### src/rtl/pattern_multi.sv
// pattern_multi: CHANNELS independent off/on blink engines with repeat,
// infinite-repeat (reps=0), abort, broadcast start and done pulse.
// Ports: hwclk, rst_n (async low), on_time/off_time/reps (packed per
// channel), start, start_all, abort -> bright, busy, done (registered).
// Optional PATTERN_PWM_EN adds input duty (CHANNELS*DUTY_W) and a shared
// free-running pwm_cnt; bright in ON becomes pwm_cnt < latched duty.
module pattern_multi #(
  parameter int CHANNELS = 4,
  parameter int CNT_W    = 32,
  parameter int REP_W    = 8,
  parameter int DUTY_W   = 4
) (
  input  logic                      hwclk,
  input  logic                      rst_n,
  input  logic [CHANNELS*CNT_W-1:0] on_time,
  input  logic [CHANNELS*CNT_W-1:0] off_time,
  input  logic [CHANNELS*REP_W-1:0] reps,
  input  logic [CHANNELS-1:0]       start,
  input  logic                      start_all,
  input  logic [CHANNELS-1:0]       abort,
  output logic [CHANNELS-1:0]       bright,
  output logic [CHANNELS-1:0]       busy,
  output logic [CHANNELS-1:0]       done
`ifdef PATTERN_PWM_EN
  ,
  input  logic [CHANNELS*DUTY_W-1:0] duty
`endif
);

  typedef enum logic [1:0] {
    S_IDLE = 2'd0,
    S_OFF  = 2'd1,
    S_ON   = 2'd2
  } st_t;

`ifdef PATTERN_PWM_EN
  logic [DUTY_W-1:0] pwm_cnt;
  logic [DUTY_W-1:0] pwm_nxt;

  assign pwm_nxt = pwm_cnt + DUTY_W'(1);

  always_ff @(posedge hwclk or negedge rst_n) begin
    if (!rst_n) pwm_cnt <= '0;
    else        pwm_cnt <= pwm_nxt;
  end
`endif

  for (genvar c = 0; c < CHANNELS; c++) begin : g_ch
    st_t              st, st_n;
    logic [CNT_W-1:0] on_s, on_n;
    logic [CNT_W-1:0] off_s, off_n;
    logic [CNT_W-1:0] ph, ph_n;
    logic [REP_W-1:0] rp_s, rp_n;
    logic [REP_W-1:0] rc, rc_n;
    logic             br_q, br_n;
    logic             bs_q, bs_n;
    logic             dn_q, dn_n;
    logic             go, last_off, last_on, rep_end, fin;
    logic [CNT_W-1:0] on_in, off_in;
`ifdef PATTERN_PWM_EN
    logic [DUTY_W-1:0] dt_s, dt_n;
`endif

    assign on_in  = on_time[c*CNT_W +: CNT_W];
    assign off_in = off_time[c*CNT_W +: CNT_W];
    assign go     = start[c] | start_all;

    // Zero off_time still costs one OFF cycle when on_time is zero too.
    assign last_off = (off_s == '0) || (ph == off_s - CNT_W'(1));
    assign last_on  = (ph == on_s - CNT_W'(1));
    assign rep_end  = (st == S_OFF && last_off && on_s == '0)
                    || (st == S_ON && last_on);
    assign fin      = (rp_s != '0) && (rc == rp_s - REP_W'(1));

    always_comb begin
      st_n  = st;
      on_n  = on_s;
      off_n = off_s;
      rp_n  = rp_s;
      rc_n  = rc;
      ph_n  = ph + CNT_W'(1);
      dn_n  = 1'b0;
`ifdef PATTERN_PWM_EN
      dt_n  = dt_s;
`endif
      unique case (st)
        S_IDLE: begin
          ph_n = ph;
          if (go && !abort[c]) begin
            on_n  = on_in;
            off_n = off_in;
            rp_n  = reps[c*REP_W +: REP_W];
            rc_n  = '0;
            ph_n  = '0;
`ifdef PATTERN_PWM_EN
            dt_n  = duty[c*DUTY_W +: DUTY_W];
`endif
            if (off_in == '0 && on_in != '0) st_n = S_ON;
            else                            st_n = S_OFF;
          end
        end
        S_OFF, S_ON: begin
          if (abort[c]) begin
            st_n = S_IDLE;
            ph_n = '0;
          end else if (rep_end) begin
            ph_n = '0;
            if (fin) begin
              st_n = S_IDLE;
              dn_n = 1'b1;
            end else begin
              // reps=0 runs forever: hold the rep counter.
              if (rp_s != '0) rc_n = rc + REP_W'(1);
              if (off_s == '0 && on_s != '0) st_n = S_ON;
              else                          st_n = S_OFF;
            end
          end else if (st == S_OFF && last_off) begin
            st_n = S_ON;
            ph_n = '0;
          end
        end
        default: begin
          st_n = S_IDLE;
          ph_n = '0;
        end
      endcase
      bs_n = (st_n != S_IDLE);
`ifdef PATTERN_PWM_EN
      // Registered bright must match the pwm_cnt value of the next cycle.
      br_n = (st_n == S_ON) && (pwm_nxt < dt_n);
`else
      br_n = (st_n == S_ON);
`endif
    end

    always_ff @(posedge hwclk or negedge rst_n) begin
      if (!rst_n) begin
        st    <= S_IDLE;
        on_s  <= '0;
        off_s <= '0;
        rp_s  <= '0;
        rc    <= '0;
        ph    <= '0;
        br_q  <= 1'b0;
        bs_q  <= 1'b0;
        dn_q  <= 1'b0;
      end else begin
        st    <= st_n;
        on_s  <= on_n;
        off_s <= off_n;
        rp_s  <= rp_n;
        rc    <= rc_n;
        ph    <= ph_n;
        br_q  <= br_n;
        bs_q  <= bs_n;
        dn_q  <= dn_n;
      end
    end

`ifdef PATTERN_PWM_EN
    always_ff @(posedge hwclk or negedge rst_n) begin
      if (!rst_n) dt_s <= '0;
      else        dt_s <= dt_n;
    end
`endif

    assign bright[c] = br_q;
    assign busy[c]   = bs_q;
    assign done[c]   = dn_q;
  end

endmodule

### config.mk
export PLATFORM = sky130hd
export DESIGN_NAME = pattern_multi
export DESIGN_NICKNAME = d
export VERILOG_FILES = /design/src/rtl/pattern_multi.sv
export SDC_FILE = /design/constraint.sdc
export NUM_CORES = 2
export LEC_CHECK = 0
export CAP_MARGIN = 20
export CORE_MARGIN = 4
export CORE_UTILIZATION = 35
export CTS_CLUSTER_DIAMETER = 200
export DETAILED_ROUTE_END_ITERATION = 6
export GPL_ROUTABILITY_DRIVEN = 0
export GPL_TIMING_DRIVEN = 0
export SYNTH_ARGS = -nofsm -noshare
export SYNTH_HDL_FRONTEND = slang
export SYNTH_SLANG_ARGS = --single-unit
### constraint.sdc
create_clock -name hwclk -period 10.5 [get_ports hwclk]
set_clock_uncertainty 0.15 [all_clocks]
set_input_delay 2.1 -clock hwclk [delete_from_list [all_inputs] [get_ports hwclk]]
set_output_delay 2.1 -clock hwclk [all_outputs]
set_load 0.01 [all_outputs]
==> metrics.csv <==
metric;value;unit
status;finished, final reports clean;
fin_hold_ws;0.3729;ns
place_area;0.03725;mm^2
place_hpwl;79360;um
drc;0;
slew_headroom;0.2854;
synth-edff-count;0;
instances_no_fill;5430;
critPathCapture;g_ch[1].on_s[29];
cp.arrival;5.78;ns
ant_nets;0;
cts_max_path_buffers;3;
track_usage;0.2053;
grt_pass1_vias;28934;
cp_num_cells;6;
worstSetupStartpointType;input port;
r2r_cells;14;
r2r_slack;5.41;ns
htreeDepth;2;
clk_pin_slew;0.06;ns
finalSetupViolCount;0;
antenna_found_initial;2;
cts_buffers;57;
path_buf_inv;3;
root_buffer;clkbuf_16;
crit_type;in2reg;
drtIter0Drc;2433;
synth.ff_latch_count;468;
min_path_type;reg2reg;
async_flop_share;1.000;
post-route-util;0.4288;
tns;0;ns
seq_area_frac_synth;0.3607;
syn_avg_cell_area;8.631;um^2
grt_max_degree;114;
vias;29982;
end_kind;flip-flop;
grt_pass1_wl;163800;um
syn_to_final_growth;21.24;%
post_cts_buffers;0;
drive_above_1_share;0.1004;
viasPerCell;5.522;
cts_tree;done;
period_needed;5.409;ns
grt_setup_unrepaired;no;
finalMaxSlewViolations;0;
cap_viol_max_count;0;
placed_cells;5320;
nNetsFinal;4477;
fp-row-count;111;
netlist_area;0.03247;mm^2
reg2reg_to;g_ch[3].ph[26];
dr.pass1.iters;6;
clock-sinks;468;
die-area;0.09770;mm^2
synthCells;3762;
cpPeakStageDelay;1.17;ns
drt_wl_total;102900;um
yosysUniqueCellTypes;107;
r2r_start;g_ch[3].on_s[0];
synthTopCellsByArea;dfrtp_1 36%, mux2_2 7.5%, nand2_1 5.6%, xnor2_1 5.3%, xor2_1 5.0%;
min_period_over_period;0.5151;
ir_worst_vdd;0.0001466;V
max_freq;184.9;MHz
clkLatencyLatePin;0.65;ns
holdBufCountCts;0;
yosysTopAreaCellShare;0.3607;
start_util;0.3537;
wl_per_cell;18.96;um
numPortBuffers;310;
path_cells;clkdlybuf4s50_1, o21bai_1, nor2_1, clkbuf_1, buf_1, mux2_2;
grt_overflow;0;
cts.repair.resized;0;
slowest_stage;clkdlybuf4s50_1;
ios;311;
yosysWarnings;0;
die_width;312.6;um
hold_viol_final;0;
die_h;312.6;um
synth_fp_nets;4101;
ys.flop_type;dfrtp_1;
p_per_area;237.3;mW/mm^2
crit_family;buffers and inverters;
p_leak;0.01520;uW
cp_max_fo;10;
core_area;0.09180;mm^2
final_area;0.03937;mm^2
tightest_slew;1.062;ns
synth_commonest_cells;487 x nand2_1, 468 x dfrtp_1, 233 x o21ai_0;
synth_top_area_cell;dfrtp_1;
worstPathRequired;10.87;ns
crit_start;start_all;
yosysMostFrequentCell;nand2_1;
==> cell families after synthesis <==
logic type | share of synthesized area
adder cells (fa/ha/maj) | 0.01541
AND/OR/NAND/NOR | 0.2742
buffers and inverters | 0.03865
AO/OA/AOI/OAI | 0.1240
XOR/XNOR | 0.1039
flip-flops | 0.3607
multiplexers | 0.08320
==> layout by cell type (no fill, tap or decap), types with 40 or more instances in the layout <==
cell and n:
a21oi_1 86, and3_1 72, clkbuf_1 180, clkbuf_16 59, clkdlybuf4s50_1 309, dfrtp_1 468
ha_1 40, inv_1 81, mux2_2 215, nand2_1 487, nand2b_1 61, nand3_1 135
nand4_1 86, nor2_1 232, nor3_1 144, nor4_1 175, o21ai_0 233, o31ai_1 54
or3_1 59, or4_1 48, xnor2_1 196, xor2_1 184
==> where the power goes <==
part	switching [uW]	internal [uW]	total [uW]
logic	2110	1740	3850
clock network	850	1370	2220
registers	866	2400	3270
==> state kept, by name, summed over array words and instances (netlist names) <==
| signal | count |
|---|---|
| g_ch.rp_s | 32 |
| g_ch.off_s | 128 |
| g_ch.st | 8 |
| g_ch.dn_q | 4 |
| g_ch.on_s | 128 |
| g_ch.bs_q | 4 |
| g_ch.ph | 128 |
| g_ch.br_q | 4 |
| g_ch.rc | 32 |
==> worst min-delay path by stage <==
stage,start,endpoint,depth (start not counted)
3_5_place_dp,g_ch[2].on_s[29],g_ch[2].on_s[29],2
2_1_floorplan,g_ch[2].off_s[28],g_ch[2].off_s[28],2
6_report,g_ch[2].on_s[29],g_ch[2].on_s[29],2
5_1_grt,g_ch[3].rp_s[1],g_ch[3].rp_s[1],1
4_1_cts,g_ch[2].on_s[29],g_ch[2].on_s[29],2
3_3_place_gp,g_ch[2].on_s[29],g_ch[2].on_s[29],2
==> through the flow <==
step                power, uW  setup WS [ns]
floorplan                5897          6.482
global placement         7009         -14.66
detailed placement       7083          4.261
CTS                      9371          4.959
global route            10020          4.950
finish                   9341          5.091
==> layout make-up <==
| cell class | instances | area (um^2) |
|---|---|---|
| flip-flops and latches | 468 | 11710 |
| inverters | 81 | 304.0 |
| fillers | 9119 | 52440 |
| diodes | 2 | 5.005 |
| repair buffers | 317 | 3233 |
| multi-input cells | 2988 | 19500 |
| clock inverters | 35 | 503.0 |
| clock buffers | 71 | 1602 |
| plain buffers | 225 | 950.9 |
| well taps | 1243 | 1555 |
==> worst min-delay path: stages, from the launching register on <==
cell and delay (ns):
dfrtp_1 0.37, nand2_1 0.06, nand2_1 0.06
==> per-layer routing <==
layer | routed length [um] | GRT usage | up-vias
met3 | 6161 | 0.02991 | 146
met1 | 47630 | 0.2877 | 14523
met4 | 2366 | 0.05322 | 0
met5 | 0 | 0 | -
li1 | - | - | 14429
met2 | 46770 | 0.3329 | 884
Note: power is estimated with default switching activity, not from simulation.
